$ cat src/rtl/clk_glitch_alarm_mgr.sv
// Clock-glitch sensor alarm manager: warm-up masking, hit-count-in-window trigger,
// halt/irq escalation and software-cleared lockdown. Optional event log: GLITCH_EVENT_LOG_EN.
module clk_glitch_alarm_mgr #(
    parameter int N_SENSORS     = 3,
    parameter int WARMUP_CYCLES = 4,
    parameter int THRESH        = 2,
    parameter int WINDOW        = 16,
    parameter int CNT_W         = 8,
    localparam int IDX_W        = (N_SENSORS > 1) ? $clog2(N_SENSORS) : 1
) (
    input  logic                 clk,
    input  logic                 rst_n,
    input  logic [N_SENSORS-1:0] alarm_i,
    input  logic [N_SENSORS-1:0] sensor_en_i,
    input  logic                 clr_i,
    input  logic                 halt_ack_i,
    output logic                 halt_req_o,
    output logic                 irq_o,
    output logic [N_SENSORS-1:0] alarm_sticky_o,
    output logic [CNT_W-1:0]     event_cnt_o,
    output logic [1:0]           state_o
`ifdef GLITCH_EVENT_LOG_EN
    ,
    output logic                 log_valid_o,
    output logic [IDX_W-1:0]     first_idx_o,
    output logic [CNT_W-1:0]     first_ts_o
`endif
);

    localparam int WIN_W  = (WINDOW > 1) ? $clog2(WINDOW) : 1;
    localparam int WARM_W = (WARMUP_CYCLES > 1) ? $clog2(WARMUP_CYCLES) : 1;
    localparam int HIT_W  = $clog2(THRESH + 1);

    typedef enum logic [1:0] {
        WARMUP  = 2'd0,
        MONITOR = 2'd1,
        ALERT   = 2'd2,
        LOCKED  = 2'd3
    } state_t;

    state_t               state_q, state_d;
    logic [N_SENSORS-1:0] alarm_q;
    logic [N_SENSORS-1:0] masked;
    logic [N_SENSORS-1:0] sticky_q;
    logic [CNT_W-1:0]     event_cnt_q;
    logic [HIT_W-1:0]     hit_cnt_q, hit_cnt_d;
    logic [WIN_W-1:0]     win_cnt_q, win_cnt_d;
    logic [WARM_W-1:0]    warm_cnt_q;
    logic                 hit;
    logic                 clr_acc;
    logic                 trig;
    logic [31:0]          hit_sum;

    assign masked  = alarm_q & sensor_en_i;
    assign hit     = (|masked) && (state_q != WARMUP);
    assign hit_sum = 32'(hit_cnt_q) + 32'(hit);

    always_comb begin
        state_d = state_q;
        clr_acc = 1'b0;
        trig    = 1'b0;
        case (state_q)
            WARMUP:  if (warm_cnt_q == WARM_W'(WARMUP_CYCLES - 1)) state_d = MONITOR;
            MONITOR: begin
                // A clear in the same cycle as a hit suppresses the hit's trigger effect.
                if (clr_i) begin
                    clr_acc = 1'b1;
                end else if (hit && (hit_sum >= 32'(THRESH))) begin
                    trig    = 1'b1;
                    state_d = ALERT;
                end
            end
            ALERT:   if (halt_ack_i) state_d = LOCKED;
            LOCKED: begin
                if (clr_i) begin
                    clr_acc = 1'b1;
                    state_d = WARMUP;
                end
            end
            default: state_d = WARMUP;
        endcase
    end

    // The window is open exactly while hit_cnt_q is non-zero.
    always_comb begin
        hit_cnt_d = '0;
        win_cnt_d = '0;
        if (state_q == MONITOR && !clr_acc && !trig) begin
            if (hit_cnt_q != '0) begin
                if (win_cnt_q == WIN_W'(WINDOW - 1)) begin
                    hit_cnt_d = hit ? HIT_W'(1) : '0;
                    win_cnt_d = '0;
                end else begin
                    hit_cnt_d = hit ? hit_cnt_q + HIT_W'(1) : hit_cnt_q;
                    win_cnt_d = win_cnt_q + WIN_W'(1);
                end
            end else if (hit) begin
                hit_cnt_d = HIT_W'(1);
                win_cnt_d = '0;
            end
        end
    end

    always_ff @(posedge clk) begin
        if (!rst_n) begin
            state_q     <= WARMUP;
            alarm_q     <= '0;
            sticky_q    <= '0;
            event_cnt_q <= '0;
            hit_cnt_q   <= '0;
            win_cnt_q   <= '0;
            warm_cnt_q  <= '0;
        end else begin
            state_q   <= state_d;
            alarm_q   <= alarm_i;
            hit_cnt_q <= hit_cnt_d;
            win_cnt_q <= win_cnt_d;
            if (state_q == WARMUP && state_d == WARMUP) begin
                warm_cnt_q <= warm_cnt_q + WARM_W'(1);
            end else begin
                warm_cnt_q <= '0;
            end
            if (clr_acc) begin
                sticky_q <= '0;
            end else if (hit) begin
                sticky_q <= sticky_q | masked;
            end
            if (hit && (event_cnt_q != {CNT_W{1'b1}})) begin
                event_cnt_q <= event_cnt_q + CNT_W'(1);
            end
        end
    end

    assign halt_req_o     = (state_q == ALERT);
    assign irq_o          = (state_q == ALERT) || (state_q == LOCKED);
    assign alarm_sticky_o = sticky_q;
    assign event_cnt_o    = event_cnt_q;
    assign state_o        = state_q;

`ifdef GLITCH_EVENT_LOG_EN
    logic [CNT_W-1:0] ts_q;
    logic [IDX_W-1:0] low_idx;
    logic             log_valid_q;
    logic [IDX_W-1:0] first_idx_q;
    logic [CNT_W-1:0] first_ts_q;

    always_comb begin
        low_idx = '0;
        for (int i = N_SENSORS - 1; i >= 0; i--) begin
            if (masked[i]) low_idx = IDX_W'(i);
        end
    end

    always_ff @(posedge clk) begin
        if (!rst_n) begin
            ts_q        <= '0;
            log_valid_q <= 1'b0;
            first_idx_q <= '0;
            first_ts_q  <= '0;
        end else begin
            ts_q <= ts_q + CNT_W'(1);
            if (clr_acc) begin
                log_valid_q <= 1'b0;
                first_idx_q <= '0;
                first_ts_q  <= '0;
            end else if (hit && !log_valid_q) begin
                log_valid_q <= 1'b1;
                first_idx_q <= low_idx;
                first_ts_q  <= ts_q;
            end
        end
    end

    assign log_valid_o = log_valid_q;
    assign first_idx_o = first_idx_q;
    assign first_ts_o  = first_ts_q;
`endif

endmodule
$ cat config.mk
export PLATFORM = sky130hd
export DESIGN_NAME = clk_glitch_alarm_mgr
export DESIGN_NICKNAME = d
export VERILOG_FILES = /design/src/rtl/clk_glitch_alarm_mgr.sv
export SDC_FILE = /design/constraint.sdc
export NUM_CORES = 1
export LEC_CHECK = 0
export BUFFER_PORTS_ARGS = -buffer_cell sky130_fd_sc_hd__clkbuf_2
export CORE_AREA = 2 2 59 61
export DETAILED_ROUTE_END_ITERATION = 6
export DIE_AREA = 0 0 61 63
export GPL_TIMING_DRIVEN = 1
export MAX_ROUTING_LAYER = met4
export PLACE_DENSITY_LB_ADDON = 0.25
export SLEW_MARGIN = 20
export SYNTH_ARGS = -nofsm -noshare
export SYNTH_HDL_FRONTEND = slang
export SYNTH_SLANG_ARGS = --single-unit
$ cat constraint.sdc
create_clock -name clk -period 3.5 [get_ports clk]
set_input_delay 0.7 -clock clk [delete_from_list [all_inputs] [get_ports clk]]
set_output_delay 0.7 -clock clk [all_outputs]
set_load 0.01 [all_outputs]
==> impl_metrics.sql <==
INSERT INTO impl_metrics (metric_group, metric, value, unit) VALUES
('hold_path', 'hp-start', 'warm_cnt_q[0]', ''),
('synth', 'synth_largest_type_area_fraction', '0.4806', ''),
('worst_setup_path', 'crit_reg_reg_endpoint', 'event_cnt_o[7]', ''),
('hold_path', 'worstHoldEndpoint', 'warm_cnt_q[0]', ''),
('worst_setup_path', 'startpoint_type', 'primary input', ''),
('cells_and_area', 'filler_cell_count', '345', ''),
('sta', 'slew_violations', '0', ''),
('hold_path', 'worst_hold_path_type', 'reg2reg', ''),
('sta', 'setup_violations', '0', ''),
('flow_run', 'cap_viol_max_count', '0', ''),
('detailed_routing', 'vias', '864', ''),
('synth', 'post-synth-top-area-cell', 'dfxtp_1', ''),
('worst_setup_path', 'r2r.worst_path.cells', '5', ''),
('detailed_routing', 'route.antenna.remaining_nets', '0', ''),
('clocking', 'cts.root.buffer_cell', 'clkbuf_4', ''),
('clocking', 'htree_num_levels', '1', ''),
('placed_design', 'total_half_perimeter_wirelength_after_legalization_and_detailed_placement', '1.559', 'mm'),
('cells_and_area', 'area.growth.synth_to_final', '21.15', '%'),
('worst_setup_path', 'worst-r2r-setup-slack', '1.58', 'ns'),
('detailed_routing', 'detail_route.wirelength', '2.033', 'mm'),
('pwr', 'peakVddDrop', '0.2921', 'mV'),
('placed_design', 'placed_cell_area', '1159', 'sq um'),
('die', 'die_w', '61', 'microns'),
('sta', 'setup_repair_after_global_routing_missed_its_margin', 'no', ''),
('grt', 'antenna_violations_before_repair', '0', ''),
('synth', 'count_of_flip_flops_with_a_built_in_enable_after_synthesis', '0', ''),
('grt', 'grt_max_degree', '15', ''),
('clocking', 'numClockSinks', '24', ''),
('cells_and_area', 'design.final.nets', '152', ''),
('sta', 'timing.slew.headroom', '0.4412', ''),
('detailed_routing', 'dr.pass1.iters', '4', ''),
('pwr', 'power_per_cell_area', '431.0', 'nW/um^2'),
('synth', 'synth.most_common_cell', 'dfxtp_1', ''),
('cells_and_area', 'drive_gt1_frac', '0.2336', ''),
('clocking', 'clock_tree_from_tritoncts', 'built', ''),
('clocking', 'cts_resized', '0', ''),
('run_status', 'outcome', 'finished, final reports clean', ''),
('detailed_routing', 'route.detailed.wl_per_inst', '11.11', 'microns'),
('clocking', 'hold_buffers', '0', ''),
('clocking', 'numCtsBuffers', '3', ''),
('cells_and_area', 'diodes', '0', ''),
('synth', 'synth-warning-count', '0', ''),
('placed_design', 'replace_congestion', '0.8049', ''),
('detailed_routing', 'detailedRoute.firstIterationViolations', '36', ''),
('synth', 'dominantRegCellSynth', 'dfxtp_1', ''),
('clocking', 'post-cts-setup-buffers', '0', ''),
('detailed_routing', 'vias_per_cell', '4.721', ''),
('clocking', 'clock_latency', '0.31', 'ns'),
('pwr', 'static-leakage-power', '0.0004792', 'uW'),
('synth', 'synthTopCellsByCount', 'dfxtp_1 (24), nor2_1 (14), nand2_1 (9)', ''),
('sta', 'final_min_period_over_clock_period', '0.5507', ''),
('worst_setup_path', 'cp_data_arrival_time', '2.12', 'ns'),
('hold_path', 'worst_hold_path.num_cells', '1', ''),
('grt', 'grt_first_pass_wirelength', '3.588', 'mm'),
('detailed_routing', 'drc_errors', '0', ''),
('worst_setup_path', 'critical_path.reg2reg.startpoint', 'event_cnt_o[0]', ''),
('synth', 'synth_sequential_area_ratio', '0.4806', ''),
('clocking', 'clk_pin_slew', '0.12', 'ns'),
('sta', 'period_needed', '1.927', 'ns'),
('cells_and_area', 'post-route-cell-area', '1211', 'sq um'),
('synth', 'ys_async_sr_fraction', '0', ''),
('die', 'core.rowCount', '21', ''),
('worst_setup_path', 'timing.setup.critical_path_class', 'in2reg', ''),
('die', 'chipHeight', '63', 'microns'),
('worst_setup_path', 'worst_ep_required_time', '3.69', 'ns'),
('die', 'boundaryPins', '25', ''),
('clocking', 'cts_buffer_depth', '2', ''),
('worst_setup_path', 'crit_path_max_fanout', '13', ''),
('sta', 'skew', '0.01389', 'ns'),
('grt', 'grt_usage', '0.1232', ''),
('sta', 'max_freq', '518.8', 'MHz');
==> state kept, by name (all words and copies together), names as in the netlist <==
| signal | count |
|---|---|
| alarm_sticky_o | 3 |
| event_cnt_o | 8 |
| hit_cnt_q | 2 |
| alarm_q | 3 |
| warm_cnt_q | 2 |
| state_o | 2 |
| win_cnt_q | 4 |
==> logic make-up after synthesis <==
family | Yosys count | share of synthesized area
buffers and inverters | 10 | 0.04506
and+or+nand+nor | 44 | 0.2240
xor gates and xnor gates | 3 | 0.02629
AOI/OAI and AO/OA | 27 | 0.1740
adders and majority gates | 4 | 0.05006
DFF | 24 | 0.4806
==> report_power, final <==
part           internal [uW]  switching [uW]
sequential               282            6.06
clock                    116            81.7
combinational           15.8            20.5
==> layer usage <==
layer,GRT usage,part of all wire,up-vias
li1,-,-,447
met1,0.1555,0.48,397
met2,0.1922,0.47,18
met3,0.04348,0.042,2
met4,0.01902,0.0054,0
met5,-,0,-
==> worst max-delay path by stage <==
stage | start | to | slack (ns) | depth (start not counted)
floorplan | sensor_en_i[0] | event_cnt_o[0] | 1.56 | 5
global placement | sensor_en_i[0] | event_cnt_o[0] | 1.27 | 5
detailed placement | sensor_en_i[0] | event_cnt_o[2] | 1.23 | 5
CTS | event_cnt_o[0] | event_cnt_o[7] | 1.58 | 5
global route | sensor_en_i[0] | event_cnt_o[4] | 1.44 | 5
finish | sensor_en_i[0] | event_cnt_o[2] | 1.57 | 5
==> through the flow <==
| stage | power, uW | utilization | hold slack (ns) | setup slack (ns) |
|---|---|---|---|---|
| after floorplan | 317.0 | - | 0.4058 | 1.561 |
| after global placement | 329.4 | 0.3585 | 0.4157 | 1.272 |
| after detailed placement | 331.2 | 0.3585 | 0.4304 | 1.234 |
| after CTS | 530.4 | 0.3748 | 0.4487 | 1.578 |
| after global routing | 552.2 | 0.3748 | 0.4716 | 1.442 |
| final | 522.0 | 0.3748 | 0.4428 | 1.573 |
==> layout make-up <==
class	instances	area, sq um	area share
Sequential cell	24	480.5	0.3967
Multi-Input combinational cell	78	474.2	0.3915
Timing Repair Buffer	24	120.1	0.09917
Tap cell	46	57.56	0.04752
Clock inverter	1	30.03	0.02479
Inverter	7	26.28	0.02169
Clock buffer	3	22.52	0.01860
==> worst max-delay path, stage by stage <==
cell      delay [ns]
clkbuf_2        0.09
a222oi_1        0.75
a311o_2         0.37
or3_2           0.16
a21oi_1         0.05
==> cells in the final DEF (no fill, tap or decap) <==
cell type	n
a222oi_1	1
inv_1	7
o31ai_1	2
a21oi_1	8
and2_1	3
a2111oi_1	1
nand3_1	4
bufinv_16	1
a31oi_1	4
and3_1	2
xor2_1	2
ha_1	4
dfxtp_1	24
or2_2	1
o21ai_0	3
and3_4	1
nand2_1	9
clkbuf_2	24
nor3_1	1
or3_1	2
or3_2	1
or4_1	3
o21bai_1	1
nor4_1	1
o21ai_1	3
nor3b_1	1
and2b_1	1
a311o_2	1
o2111ai_1	2
nor2_1	14
clkbuf_4	3
xnor2_1	1
a211oi_1	1
Note: power is estimated with default switching activity, not from simulation.
